File: config.mk
export PLATFORM = sky130hd
export DESIGN_NAME = channel_array_top
export DESIGN_NICKNAME = d
export VERILOG_FILES = /design/src/rtl/channel_array_pkg.sv /design/src/rtl/channel_array_top_sample_fifo.sv /design/src/rtl/channel_array_top.sv
export SDC_FILE = /design/constraint.sdc
export NUM_CORES = 1
export LEC_CHECK = 0
export CAP_MARGIN = 20
export CORE_MARGIN = 2
export CORE_UTILIZATION = 35
export DETAILED_ROUTE_END_ITERATION = 10
export GPL_ROUTABILITY_DRIVEN = 0
export GPL_TIMING_DRIVEN = 0
export PLACE_DENSITY_LB_ADDON = 0.2
export SLEW_MARGIN = 5
export SYNTH_ARGS = -nofsm -noshare
export SYNTH_HDL_FRONTEND = slang
export SYNTH_SLANG_ARGS = --single-unit
File: constraint.sdc
create_clock -name clk -period 5.3 [get_ports clk]
set_input_delay 0.53 -clock clk [delete_from_list [all_inputs] [get_ports clk]]
set_output_delay 0.53 -clock clk [all_outputs]
set_load 0.005 [all_outputs]
File: src/rtl/channel_array_pkg.sv
// Shared constants for the multi-channel sample aggregator:
// register map, bus modes and output word field layout.
package channel_array_pkg;

  localparam logic [5:0] ADDR_CTRL   = 6'h00;
  localparam logic [5:0] ADDR_CHMASK = 6'h01;
  localparam logic [5:0] ADDR_OVF    = 6'h02;
  localparam logic [5:0] ADDR_DROPS  = 6'h03;
  localparam logic [5:0] ADDR_INFO   = 6'h04;

  typedef enum logic [1:0] {
    MODE_IDLE  = 2'b00,
    MODE_WRITE = 2'b01,
    MODE_READ  = 2'b10,
    MODE_IDLE2 = 2'b11
  } busMode_t;

  localparam int SEQ_W = 5;
  localparam int CH_W  = 3;

  // Offsets above the sample field in the output word
  localparam int SEQ_OFS = 0;
  localparam int CH_OFS  = SEQ_W;

  function automatic logic [7:0] satAdd(
    input logic [7:0] a,
    input logic [3:0] b
  );
    logic [8:0] s;
    s = {1'b0, a} + 9'(b);
    return s[8] ? 8'hFF : s[7:0];
  endfunction

endpackage

File: src/rtl/channel_array_top_sample_fifo.sv
// Per-channel synchronous sample FIFO with flush.
// Pointers carry one extra wrap bit to tell full from empty.
module sample_fifo #(
  parameter int WIDTH = 13,
  parameter int DEPTH = 8
) (
  input  logic             clk,
  input  logic             reset,
  input  logic             flush,
  input  logic             push,
  input  logic [WIDTH-1:0] pushData,
  input  logic             pop,
  output logic [WIDTH-1:0] popData,
  output logic             full,
  output logic             empty
);

  localparam int AW = $clog2(DEPTH);

  logic [AW:0]      wrPtr;
  logic [AW:0]      rdPtr;
  logic [WIDTH-1:0] mem [DEPTH];
  logic             doPush;
  logic             doPop;

  assign empty = (wrPtr == rdPtr);
  assign full  = (wrPtr[AW] != rdPtr[AW]) &&
                 (wrPtr[AW-1:0] == rdPtr[AW-1:0]);
  assign popData = mem[rdPtr[AW-1:0]];

  assign doPop  = pop && !empty;
  assign doPush = push && (!full || doPop);

  always_ff @(posedge clk or negedge reset) begin
    if (!reset) begin
      wrPtr <= '0;
      rdPtr <= '0;
    end else if (flush) begin
      wrPtr <= '0;
      rdPtr <= '0;
    end else begin
      if (doPush) wrPtr <= wrPtr + 1'b1;
      if (doPop)  rdPtr <= rdPtr + 1'b1;
    end
  end

  always_ff @(posedge clk) begin
    if (doPush && !flush) mem[wrPtr[AW-1:0]] <= pushData;
  end

endmodule

File: src/rtl/channel_array_top.sv
// Multi-channel capture with round-robin readout into one tagged word.
// Define CHANNEL_ARRAY_DROP_COUNT_EN to build the DROPS counter.
module channel_array_top
  import channel_array_pkg::*;
#(
  parameter int NUM_CHANNELS = 4,
  parameter int SAMPLE_W     = 8,
  parameter int FIFO_DEPTH   = 8
) (
  input  logic                             clk,
  input  logic                             reset,
  input  logic [NUM_CHANNELS-1:0]          i_SampleValid,
  input  logic [NUM_CHANNELS*SAMPLE_W-1:0] i_SampleData,
  input  logic [1:0]                       i_Mode,
  input  logic [5:0]                       i_Addr,
  input  logic [7:0]                       i_DataIn,
  output logic [7:0]                       o_DataOut,
  input  logic                             i_MasterEnable,
  input  logic                             i_ReadSample,
  output logic                             o_ReadSampleEmpty,
  output logic [8+SAMPLE_W-1:0]            o_ReadSampleData
);

  localparam int ENTRY_W = SEQ_W + SAMPLE_W;
  localparam int OUT_W   = CH_W + ENTRY_W;
  localparam int N       = NUM_CHANNELS;

  busMode_t          mode;
  logic              busWrite;
  logic              flush;
  logic              ctrlEnable;
  logic [N-1:0]      chMask;
  logic [N-1:0]      ovf;
  logic [N-1:0]      ovfClr;
  logic [N-1:0]      qual;
  logic [N-1:0]      fifoPush;
  logic [N-1:0]      fifoPop;
  logic [N-1:0]      fifoFull;
  logic [N-1:0]      fifoEmpty;
  logic [N-1:0]      dropMask;
  logic [ENTRY_W-1:0] popData [N];
  logic [ENTRY_W-1:0] grantEntry;
  logic [SEQ_W-1:0]  seqCnt [N];
  logic [CH_W-1:0]   lastGrant;
  logic [CH_W-1:0]   grant;
  logic              grantValid;
  logic              loadNow;
  logic              holdValid;
  logic [OUT_W-1:0]  holdData;
  logic [7:0]        dataOut;
  logic [7:0]        rdMux;
  logic              unusedData;

  assign mode     = busMode_t'(i_Mode);
  assign busWrite = (mode == MODE_WRITE);
  assign flush    = busWrite && (i_Addr == ADDR_CTRL) && i_DataIn[1];
  assign ovfClr   = (busWrite && i_Addr == ADDR_OVF) ? i_DataIn[N-1:0] : '0;
  assign loadNow  = (!holdValid || i_ReadSample) && grantValid && !flush;
  assign unusedData = ^i_DataIn;

  // Search order starts just after the last granted channel
  always_comb begin
    grant      = lastGrant;
    grantValid = 1'b0;
    grantEntry = '0;
    for (int i = 1; i <= N; i++) begin
      for (int c = 0; c < N; c++) begin
        if (!grantValid && !fifoEmpty[c] &&
            int'(lastGrant) == (c - i + N) % N) begin
          grant      = CH_W'(c);
          grantValid = 1'b1;
        end
      end
    end
    for (int c = 0; c < N; c++) begin
      if (grant == CH_W'(c)) grantEntry = popData[c];
    end
  end

  always_comb begin
    qual     = '0;
    fifoPop  = '0;
    fifoPush = '0;
    dropMask = '0;
    for (int c = 0; c < N; c++) begin
      qual[c] = i_SampleValid[c] && i_MasterEnable &&
                ctrlEnable && chMask[c];
      fifoPop[c] = loadNow && (grant == CH_W'(c));
      fifoPush[c] = qual[c] && !flush &&
                    (!fifoFull[c] || fifoPop[c]);
      dropMask[c] = qual[c] && !flush &&
                    fifoFull[c] && !fifoPop[c];
    end
  end

  for (genvar c = 0; c < N; c++) begin : gChan
    sample_fifo #(
      .WIDTH(ENTRY_W),
      .DEPTH(FIFO_DEPTH)
    ) uFifo (
      .clk     (clk),
      .reset   (reset),
      .flush   (flush),
      .push    (fifoPush[c]),
      .pushData({seqCnt[c], i_SampleData[c*SAMPLE_W +: SAMPLE_W]}),
      .pop     (fifoPop[c]),
      .popData (popData[c]),
      .full    (fifoFull[c]),
      .empty   (fifoEmpty[c])
    );
  end

  always_ff @(posedge clk or negedge reset) begin
    if (!reset) begin
      for (int c = 0; c < N; c++) seqCnt[c] <= '0;
    end else begin
      for (int c = 0; c < N; c++) begin
        if (flush)        seqCnt[c] <= '0;
        else if (qual[c]) seqCnt[c] <= seqCnt[c] + 1'b1;
      end
    end
  end

  always_ff @(posedge clk or negedge reset) begin
    if (!reset) begin
      holdValid <= 1'b0;
      holdData  <= '0;
      lastGrant <= CH_W'(N - 1);
    end else if (flush) begin
      holdValid <= 1'b0;
      holdData  <= '0;
      lastGrant <= CH_W'(N - 1);
    end else if (loadNow) begin
      holdValid <= 1'b1;
      holdData  <= {grant, grantEntry};
      lastGrant <= grant;
    end else if (i_ReadSample) begin
      holdValid <= 1'b0;
    end
  end

  always_ff @(posedge clk or negedge reset) begin
    if (!reset) begin
      ctrlEnable <= 1'b0;
      chMask     <= '1;
      ovf        <= '0;
    end else begin
      if (busWrite && i_Addr == ADDR_CTRL)
        ctrlEnable <= i_DataIn[0];
      if (busWrite && i_Addr == ADDR_CHMASK)
        chMask <= i_DataIn[N-1:0];
      ovf <= (ovf | dropMask) & ~ovfClr;
    end
  end

`ifdef CHANNEL_ARRAY_DROP_COUNT_EN
  logic [7:0] drops;
  logic [3:0] dropCnt;

  always_comb begin
    dropCnt = '0;
    for (int c = 0; c < N; c++) dropCnt = dropCnt + 4'(dropMask[c]);
  end

  always_ff @(posedge clk or negedge reset) begin
    if (!reset)
      drops <= '0;
    else if (busWrite && i_Addr == ADDR_DROPS)
      drops <= '0;
    else
      drops <= satAdd(drops, dropCnt);
  end
`endif

  always_comb begin
    rdMux = '0;
    unique case (i_Addr)
      ADDR_CTRL:   rdMux[0] = ctrlEnable;
      ADDR_CHMASK: rdMux[N-1:0] = chMask;
      ADDR_OVF:    rdMux[N-1:0] = ovf;
`ifdef CHANNEL_ARRAY_DROP_COUNT_EN
      ADDR_DROPS:  rdMux = drops;
`endif
      ADDR_INFO:   rdMux = {4'($clog2(FIFO_DEPTH)), 4'(N)};
      default:     rdMux = '0;
    endcase
  end

  always_ff @(posedge clk or negedge reset) begin
    if (!reset)                 dataOut <= '0;
    else if (mode == MODE_READ) dataOut <= rdMux;
  end

  assign o_DataOut         = dataOut;
  assign o_ReadSampleEmpty = !holdValid;
  assign o_ReadSampleData  = holdData;

endmodule

==> run_results.csv <==
group,metric,value,unit
outcome,status,"complete, no violations",
critical_path,start_kind,"register",
global_routing,grt_max_degree,53,
global_routing,grt_pass1_wl,76.6,mm
sta,rsz0062_at_grt,"false",
sta,finClkSkew,17.2,ps
sta,finalSetupViolCount,0,
sta,slew_viol_final,0,
synthesis,ys.flop_type,"edfxtp_1",
routing,routed_wl,50.7,mm
critical_path,cp.arrival,5240,ps
final_layout,syn2layout_area_growth,19.6,%
power_and_ir_drop,finalPower,9.86,mW
synthesis,synth_edf_count,416,
die,die_h,247,um
routing,num_vias,11315,
run,maxCapViolCount,0,
final_layout,insertedDiodeCount,0,
min_path,hold_class,"in -> async",
global_routing,grt_util_all_layers,0.171,
power_and_ir_drop,power_frac_comb,0.164,
sta,finalHoldViolations,0,
critical_path,slowest_stage,"nor4_2",
critical_path,worstPathRequired,5600,ps
routing,wl_per_cell,23.5,um
critical_path,critical_path_peak_fanout,9,
critical_path,critPathMaxStageDelay,700,ps
power_and_ir_drop,p_per_area,400,mW/mm^2
sta,period_minus_slack,4940,ps
placed_design,dp_slack,49.7,ps
synthesis,synth-seq-cells,501,
power_and_ir_drop,max-vdd-ir-drop,270,uV
power_and_ir_drop,p_switching,2.64,mW
clocking,cts_root_buffer,"clkbuf_16",
sta,slew_headroom,0.314,
die,num_rows,88,
global_routing,grt_pass1_vias,11892,
synthesis,async_flop_share,0.170,
synthesis,synthesis.area,0.0206,mm^2
routing,ant_nets,0,
clocking,htree_levels,2,
final_layout,layout-drive-gt1-share,0.215,
critical_path,end_kind,"register",
power_and_ir_drop,cell_internal_pwr,7.22,mW
global_routing,antenna_found_initial,0,
power_and_ir_drop,switching_share,0.267,
placed_design,port_buffers,74,
critical_path,crit_top_cell,"buf_4",
power_and_ir_drop,p_leak,8.31,nW
sta,finalCritPeriodShare,0.932,
clocking,clock_latency,600,ps
die,core,0.0579,mm^2
die,ios,81,
global_routing,grt.overflow.total,0,
synthesis,synth_cells,1170,
clocking,post_cts_buffers,0,
clocking,cts_buffer_depth,3,
clocking,cts_sinks,501,
die,chipWidth,247,um
sta,setup_slack,363,ps
synthesis,ys_warn_count,0,
die,die_area,0.0608,mm^2
critical_path,critPathTopFamily,"simple AND/OR/NAND/NOR gates",
placed_design,dp_cells,2053,
synthesis,ys_seq_area_frac,0.710,
die,initial_core_util,0.356,
critical_path,path_cells,"clkbuf_1 -> xor2_1 -> or4_1 -> a2111oi_0 -> nor3_1 -> a31oi_1 -> nand3_2 -> o211ai_2 -> nand2_1 -> nor4_2 -> buf_4 -> buf_4",
power_and_ir_drop,power_frac_seq,0.468,
routing,drt_first_pass_iters,7,
routing,routed_via_density,5.24,
placed_design,place_hpwl,34.8,mm
clocking,cts_tree,"done",
routing,dr.first_iter.drc_count,793,
clocking,clk_pin_slew,60,ps
critical_path,worstSetupPathType,"reg -> reg",
power_and_ir_drop,clkPwrFrac,0.367,
final_layout,final_cells,2158,
synthesis,synth.avg_cell_area,17.6,um^2
routing,drc,0,
final_layout,n_fill_cell,5256,
critical_path,ff2ff_setup_slack,360,ps
final_layout,final_nets,1415,
sta,tightestPinTransition,1000,ps
critical_path,critPathBufInv,3,
clocking,cts_buffers,55,
synthesis,ys_types,66,
sta,max_freq,203,MHz
final_layout,fin_util,0.425,
synthesized netlist by cell type, types with 5 or more instances:
cell type | n | share of area
a211oi_1 | 27 | 0.0098
a2111oi_0 | 14 | 0.0060
nand2_1 | 44 | 0.0080
xor2_1 | 32 | 0.014
inv_1 | 8 | 0.0015
dfstp_2 | 6 | 0.0077
nand3_1 | 19 | 0.0046
mux4_2 | 104 | 0.11
buf_4 | 6 | 0.0022
and3_1 | 8 | 0.0024
xnor2_1 | 9 | 0.0038
nand2b_1 | 10 | 0.0030
dfrtp_1 | 79 | 0.096
edfxtp_1 | 416 | 0.61
buf_1 | 20 | 0.0036
mux2i_1 | 38 | 0.018
nor2_1 | 61 | 0.011
nand4_1 | 12 | 0.0036
nor4_1 | 11 | 0.0033
a21oi_1 | 32 | 0.0078
or4_1 | 6 | 0.0022
nor2b_1 | 26 | 0.0079
nor3_1 | 13 | 0.0032
clkbuf_1 | 44 | 0.0080
ha_1 | 12 | 0.0073
a31oi_1 | 5 | 0.0015
nor4b_1 | 10 | 0.0043
o21ai_0 | 17 | 0.0041
or3_1 | 5 | 0.0015
buf_2 | 7 | 0.0017
mux2_2 | 5 | 0.0027
a221o_1 | 13 | 0.0063
flip-flops by register name (all words and copies together), names as in the netlist:
signal,cells
o_DataOut,5
gChan.uFifo.mem,416
ctrlEnable,1
gChan.uFifo.rdPtr,16
o_ReadSampleData,15
gChan.uFifo.wrPtr,16
lastGrant,3
holdValid,1
chMask,4
seqCnt,20
ovf,4
power groups by stage:
stage	combinational (mW)	clock [mW]	sequential [mW]
2_1_floorplan	1.01	0	4.62
3_3_place_gp	1.57	0	4.69
3_5_place_dp	1.61	0	4.70
4_1_cts	1.62	3.72	4.62
5_1_grt	1.76	3.87	4.64
6_report	1.62	3.62	4.62
path summary, 6_finish.rpt:
check,cells after the start,from,endpoint
setup / recovery,12,gChan[3].uFifo.wrPtr[1]$_DFFE_PN0P_,gChan[1].uFifo.mem[1][2]$_DFFE_PP_
hold / removal,2,reset,seqCnt[13]$_DFFE_PN0P_
setup reg to reg,12,gChan[3].uFifo.wrPtr[1]$_DFFE_PN0P_,gChan[1].uFifo.mem[1][2]$_DFFE_PP_
hold reg to reg,2,o_DataOut[0]$_DFFE_PN0N_,o_DataOut[0]$_DFFE_PN0N_
max in group asynchronous,3,reset,chMask[0]$_DFFE_PN1P_
min in group clk,2,o_DataOut[0]$_DFFE_PN0N_,o_DataOut[0]$_DFFE_PN0N_
timing repair:
| item | 4_1_cts | 5_1_grt |
|---|---|---|
| resized for setup | 0 | 2 |
| setup endpoints to repair | 0 | 139 |
| hold buffers | 1 | 0 |
| hold endpoints to repair | 33 | 0 |
per-stage QoR:
stage | TNS (ps) | instance area [um^2] | hold WS [ps]
global route | 0 | 24600 | 493
global placement | -340410 | 22300 | 482
CTS | 0 | 24600 | 457
finish | 0 | 24600 | 469
floorplan | 0 | 20600 | 234
detailed placement | 0 | 22900 | 486
worst reg2reg max path: stages, from the launching register on:
cell and delay [ps]:
dfrtp_1 340, clkbuf_1 330, xor2_1 190, or4_1 630, a2111oi_0 420, nor3_1 120
a31oi_1 330, nand3_2 330, o211ai_2 470, nand2_1 330, nor4_2 700, buf_4 290
buf_4 170
cell families (layout without fill, tap and decap cells):
kind of cell / Yosys count / in the layout / share of synthesized area
AOI/OAI and AO/OA: 135 / 135 / 0.0472
xor gates and xnor gates: 41 / 41 / 0.0174
adders and majority gates: 12 / 12 / 0.00729
buffers and inverters: 89 / 311 / 0.0192
DFF: 501 / 501 / 0.710
muxes: 147 / 147 / 0.135
other: 1 / 2 / 0.000182
and+or+nand+nor: 244 / 244 / 0.0637
placed cells by master, fill, tap and decap left out, types with 19 or more instances in the layout:
master / instances
mux2i_1: 38
clkdlybuf4s50_1: 73
buf_4: 31
nand2_1: 44
nor2b_1: 26
a211oi_1: 27
xor2_1: 32
buf_1: 20
dfrtp_1: 79
edfxtp_1: 416
clkbuf_16: 56
nor2_1: 50
a21oi_1: 32
mux4_2: 104
nand3_1: 19
clkbuf_1: 59
final cells by class:
class	instances	area [um^2]	share of cell area
Inverter	8	30.0	0.00122
Sequential cell	501	14600	0.594
Clock buffer	78	1540	0.0627
Multi-Input combinational cell	581	5760	0.234
Tap cell	765	957	0.0388
Timing Repair Buffer	120	1190	0.0481
Buffer	80	362	0.0147
Clock inverter	25	180	0.00731
layer usage:
metal | vias up | global-route usage | wire length [um]
li1 | 5059 | - | -
met1 | 5978 | 0.232 | 22600
met2 | 211 | 0.284 | 25000
met3 | 67 | 0.0244 | 1850
met4 | 0 | 0.0501 | 1190
met5 | - | 0 | 0
Power figures use the tool's default switching activity.
